===== config.mk =====
export PLATFORM = sky130hd
export DESIGN_NAME = port_arbiter2
export DESIGN_NICKNAME = d
export VERILOG_FILES = /design/src/rtl/port_arbiter2.sv
export SDC_FILE = /design/constraint.sdc
export NUM_CORES = 1
export LEC_CHECK = 0
export ABC_AREA = 1
export CORE_MARGIN = 4
export CORE_UTILIZATION = 30
export CTS_BUF_LIST = sky130_fd_sc_hd__clkbuf_2 sky130_fd_sc_hd__clkbuf_4 sky130_fd_sc_hd__clkbuf_8
export DETAILED_ROUTE_END_ITERATION = 10
export GPL_TIMING_DRIVEN = 0
export PLACE_DENSITY = 0.86
export SYNTH_ARGS = -nofsm -noshare
export SYNTH_HDL_FRONTEND = slang
export SYNTH_SLANG_ARGS = --single-unit

===== constraint.sdc =====
create_clock -name CLK -period 3.3 [get_ports CLK]
set_input_delay 0.66 -clock CLK [delete_from_list [all_inputs] [get_ports CLK]]
set_output_delay 0.66 -clock CLK [all_outputs]
set_load 0.1 [all_outputs]

===== src/rtl/port_arbiter2.sv =====
// port_arbiter2: two-requester round-robin arbiter for one shared resource port.
// It owns the 2:1 payload mux select, holds a grant until the resource reports
// DONE or the owner drops its request, and forces a release (with a one-cycle
// ERR pulse) when a single grant is held for TIMEOUT cycles.
module port_arbiter2 #(
  parameter int unsigned DATA_W  = 32,
  parameter int unsigned TIMEOUT = 16,
  parameter int unsigned CNT_W   = 5
) (
  input  logic              CLK,
  input  logic              RST_N,
  input  logic [1:0]        REQ,
  input  logic [DATA_W-1:0] IN0,
  input  logic [DATA_W-1:0] IN1,
  input  logic              DONE,
  output logic [1:0]        GNT,
  output logic              SEL,
  output logic [DATA_W-1:0] OUT,
  output logic              BUSY,
  output logic              ERR
);

  typedef enum logic [1:0] {
    ST_IDLE = 2'd0,
    ST_OWN0 = 2'd1,
    ST_OWN1 = 2'd2
  } state_e;

  // Watchdog fires when the hold counter reaches TIMEOUT-1 without a release.
  localparam logic             WD_EN    = (TIMEOUT != 32'd0);
  localparam logic [CNT_W-1:0] CNT_LAST = CNT_W'((TIMEOUT == 32'd0) ? 32'd0 : (TIMEOUT - 32'd1));
  localparam logic [CNT_W-1:0] CNT_MAX  = {CNT_W{1'b1}};
  localparam logic [CNT_W-1:0] CNT_ONE  = {{(CNT_W-1){1'b0}}, 1'b1};

  state_e            state_q, state_d;
  logic              last_q, last_d;      // index of the requester granted most recently
  logic [CNT_W-1:0]  cnt_q, cnt_d;        // cycles spent in the current grant
  logic              err_q, err_d;
  logic [1:0]        gnt_q, gnt_d;
  logic              sel_q, sel_d;

  logic              own_req_s;
  logic              norm_rel_s;
  logic              wd_hit_s;
  logic              rel_s;
  logic [CNT_W-1:0]  cnt_inc_s;

  // Release conditions for the current owner: DONE, abort, or watchdog expiry.
  always_comb begin
    own_req_s  = 1'b0;
    norm_rel_s = 1'b0;
    wd_hit_s   = 1'b0;
    rel_s      = 1'b0;
    if (state_q == ST_OWN1) begin
      own_req_s = REQ[1];
    end else begin
      own_req_s = REQ[0];
    end
    if ((state_q == ST_OWN0) || (state_q == ST_OWN1)) begin
      norm_rel_s = DONE | ~own_req_s;
      // DONE coinciding with expiry counts as a normal release, so no ERR.
      wd_hit_s   = WD_EN & (cnt_q == CNT_LAST) & ~norm_rel_s;
      rel_s      = norm_rel_s | wd_hit_s;
    end else begin
      norm_rel_s = 1'b0;
      wd_hit_s   = 1'b0;
      rel_s      = 1'b0;
    end
  end

  // Saturating increment of the hold counter (matters only with the watchdog off).
  always_comb begin
    cnt_inc_s = cnt_q;
    if (cnt_q == CNT_MAX) begin
      cnt_inc_s = cnt_q;
    end else begin
      cnt_inc_s = cnt_q + CNT_ONE;
    end
  end

  // Next-state logic: arbitration in IDLE, hold/release/hand-over in OWNi.
  always_comb begin
    state_d = state_q;
    last_d  = last_q;
    cnt_d   = cnt_q;
    err_d   = 1'b0;
    case (state_q)
      ST_IDLE: begin
        cnt_d = '0;
        case (REQ)
          2'b01:   state_d = ST_OWN0;
          2'b10:   state_d = ST_OWN1;
          // Tie goes to the requester that was not granted last.
          2'b11:   state_d = last_q ? ST_OWN0 : ST_OWN1;
          default: state_d = ST_IDLE;
        endcase
      end
      ST_OWN0: begin
        if (rel_s) begin
          last_d = 1'b0;
          err_d  = wd_hit_s;
          cnt_d  = '0;
          if (REQ[1]) begin
            state_d = ST_OWN1;   // back-to-back hand-over, no idle bubble
          end else begin
            state_d = ST_IDLE;
          end
        end else begin
          cnt_d = cnt_inc_s;
        end
      end
      ST_OWN1: begin
        if (rel_s) begin
          last_d = 1'b1;
          err_d  = wd_hit_s;
          cnt_d  = '0;
          if (REQ[0]) begin
            state_d = ST_OWN0;
          end else begin
            state_d = ST_IDLE;
          end
        end else begin
          cnt_d = cnt_inc_s;
        end
      end
      default: begin
        state_d = ST_IDLE;
        cnt_d   = '0;
      end
    endcase
  end

  // Grant and mux select are decoded from the next state so they register with it.
  always_comb begin
    gnt_d = 2'b00;
    sel_d = 1'b0;
    case (state_d)
      ST_OWN0: begin
        gnt_d = 2'b01;
        sel_d = 1'b0;
      end
      ST_OWN1: begin
        gnt_d = 2'b10;
        sel_d = 1'b1;
      end
      default: begin
        gnt_d = 2'b00;
        sel_d = 1'b0;
      end
    endcase
  end

  // State and output registers with synchronous active-low reset.
  always_ff @(posedge CLK) begin
    if (!RST_N) begin
      state_q <= ST_IDLE;
      last_q  <= 1'b1;
      cnt_q   <= '0;
      err_q   <= 1'b0;
      gnt_q   <= 2'b00;
      sel_q   <= 1'b0;
    end else begin
      state_q <= state_d;
      last_q  <= last_d;
      cnt_q   <= cnt_d;
      err_q   <= err_d;
      gnt_q   <= gnt_d;
      sel_q   <= sel_d;
    end
  end

  assign GNT  = gnt_q;
  assign SEL  = sel_q;
  assign OUT  = sel_q ? IN1 : IN0;
  assign BUSY = |gnt_q;
  assign ERR  = err_q;

endmodule


==> summary.md <==
| Metric | Value |
|---|---|
| Mapped Area | `approximately 1000 sq um` |
| WHS | `slightly below 0.5 ns` |
| VDD IR max | `roughly 0.28 mV` |
| DRT antenna net count | `0` |
| CTS H-tree depth | `1` |
| Number of global-route vias before repair | `roughly 1300` |
| Vias per cell | `4.32` |
| Drc violations | `0` |
| Mean routed wirelength per cell | `between 10 and 15 um` |
| Slowest stage cell, crit path | `clkdlybuf4s50_1` |
| Routing usage on met2 | `0.324` |
| Core footprint | `approximately 0.0031 sq mm` |
| First-pass GRT wire length | `a little over 6000 um` |
| Num rows | `20` |
| Highest Clock Rate | `approximately 320 MHz` |
| Number of DRC markers in iteration 0 | `73` |
| P per Cell Area | `369 mW/mm^2` |
| CP bufs+invs | `3` |
| CP cell instances | `buf_2, clkbuf_1, nand2_1, nand2_1, clkdlybuf4s50_1` |
| Max-slew violation count | `0` |
| # Max-Cap Violations | `0` |
| Status | `complete, no violations` |
| Post-Route WL | `between 4000 and 5000 um` |
| WP depth | `5` |
| Worst path most repeated cell | `nand2_1` |
| Routability-driven placement congestion ratio | `around 0.79` |
| Global routing's busiest layer | `met2` |
| Syn_nets | `approximately 260` |
| Element type at the critical path start | `flop` |
| Die Wd | `roughly 65 um` |
| Critical Path Sink Type | `output pin` |
| Placed cell area | `0.00209 sq mm` |
| Max-slew headroom | `0.338` |
| Grt ovf | `0` |
| # setup viols final | `0` |
| Clock Pin Slew Worst Setup and Hold Paths | `about 0.070 ns` |
| Worst setup path category | `flop to output pin` |
| #FFs+latches synth | `11` |
| First-pass DRT Iterations | `4` |
| Yosys top cell area share | `0.425` |
| Num CTS Buffers | `3` |
| Met3 Use GR | `0.0547` |
| Commonest non-fill, non-tap cells in the layout | `nand2_1 (112), clkdlybuf4s50_1 (89), dlymetal6s2s_1 (16)` |
| Worst stage delay on the critical path | `approximately 1.1 ns` |
| Worst Tran Pin Value | `just under 1 ns` |
| Total number of vias | `1451` |
| Post-Route Skew | `roughly 0.002 ns` |
| Post-synth cell types | `17` |
| Pleak | `around 1.2 nW` |
| Gate count after technology mapping | `~180` |
| Worst-Skew Late Latency | `0.27 ns` |
| R2R depth | `12` |
| Hpwl dp | `about 3400 um` |
| Boundary Pins | `about 110` |
| Dpl ws | `approximately 0.22 ns` |
| Largest cells by area after synthesis | `nand2_1 (43%), dfxtp_1 (22%), ha_1 (8.9%), inv_1 (5.3%), nand3_1 (4.1%)` |
| Die height | `about 65 um` |
| Delay-heaviest family, CP | `buffers and inverters` |
| Worst Path Arrival | `2.48 ns` |
| Total Routing Usage GR | `0.184` |
| Commonest non-fill, non-tap cell in the layout | `nand2_1` |
| DIE AREA | `0.00428 sq mm` |
| Clock Path Buffers | `2` |
| GRT met1 Usage | `0.201` |
| Final Core Density | `0.698` |
| Class of the worst hold path | `flop to flop` |
| # nets final | `approximately 370` |
| CP required | `2.64 ns` |
| Period minus WS final | `3.14 ns` |
| Largest fanout on the critical path | `10` |
| Final Cell Area | `around 0.0022 sq mm` |
| Diode count | `0` |
| Final WS setup | `roughly 0.16 ns` |
| Cell taking the most area after synthesis | `nand2_1` |
| PortBufs | `approximately 110` |
| WHS Path Cells | `2` |
| Post-Layout Cell Count | `between 300 and 400` |
| Mean post-synth cell area | `5.40 sq um` |
| Initial antenna violation count | `0` |
| Initial Utilization | `0.319` |
| Clock Root Buffer | `clkbuf_4` |
| Syn-to-layout area delta | `119%` |
| Final Hold Fails | `0` |
| TNS Setup | `0 ns` |
| Largest net degree at the start of global routing | `11` |
| Fin crit share | `0.951` |
| Fill cells | `282` |
| Share of cells above drive strength 1 | `0.0548` |
| Overall Power | `approximately 0.8 mW` |
| YS warnings | `0` |
| Register area share after synthesis | `0.223` |
| Cells after DPL | `about 330` |
| CTS tree | `built` |
| CTS sink cnt | `11` |
-- path summary, 6_finish.rpt --
check / from / end / slack (ns)
min reg2reg: cnt_q[1]$_SDFFE_PP0P_ / cnt_q[1]$_SDFFE_PP0P_ / 0.49
min: cnt_q[1]$_SDFFE_PP0P_ / cnt_q[1]$_SDFFE_PP0P_ / 0.49
max reg2reg: cnt_q[0]$_SDFFE_PP0P_ / GNT[0]$_SDFF_PN0_ / 1.68
max: GNT[1]$_SDFF_PN0_ / OUT[29] / 0.16
-- area by class of cell --
class	count	area [sq um]	area share
flip-flops and latches	11	220	0.102
inverters	14	52.6	0.0243
plain buffers	8	38.8	0.0179
well taps	44	55.1	0.0254
multi-input cells	150	677	0.313
clock buffers	4	30.0	0.0139
repair buffers	105	1090	0.504
-- worst min-delay path, stage by stage, from the launching register on --
cell     delay (ns)
dfxtp_1        0.33
nand2_1        0.07
a21oi_1        0.06
-- Yosys cell counts --
cell and number:
nand2_1 112, inv_1 14, dfxtp_1 11, nand3_1 8
ha_1 7, nor2_1 7, a21oi_1 4, buf_2 4
clkbuf_1 3, nand2_2 2, nand3_2 2, nand4_1 2
o21ai_0 2, or2_2 2, buf_4 1, nor2_2 1
xor2_1 1
-- power by group --
part | internal [mW] | switching, mW | total (mW)
registers | 0.139 | 0.00464 | 0.144
clock network | 0.0550 | 0.0451 | 0.100
logic | 0.166 | 0.390 | 0.556
total | 0.360 | 0.440 | 0.800
-- flip-flops by register name (all words and copies together) (netlist names) --
| signal | count |
|---|---|
| ERR | 1 |
| GNT | 2 |
| cnt_q | 5 |
| state_q | 2 |
| last_q | 1 |
-- per-layer routing --
layer	up-vias	part of all wire	wire, um
met5	-	0	0
met4	0	0.031	125
met3	13	0.099	402
met2	60	0.47	1930
met1	607	0.40	1620
li1	771	-	-
-- kinds of logic (layout without fill, tap and decap cells) --
kind of cell,count (synthesis),in the layout,share of synthesized area
compound gates,6,6,0.0304
xor+xnor,1,1,0.00886
fa+ha+maj,7,7,0.0886
simple gates,136,136,0.557
buf+inv,22,131,0.0924
flops,11,11,0.223
-- repair_timing --
action / in CTS / in global routing
hold buffers: 0 / 0
hold endpoints to repair: 0 / 0
setup buffers: 0 / 0
gates resized for setup: 0 / 16
setup endpoints to repair: 0 / 16
(Power assumes the default switching activity.)
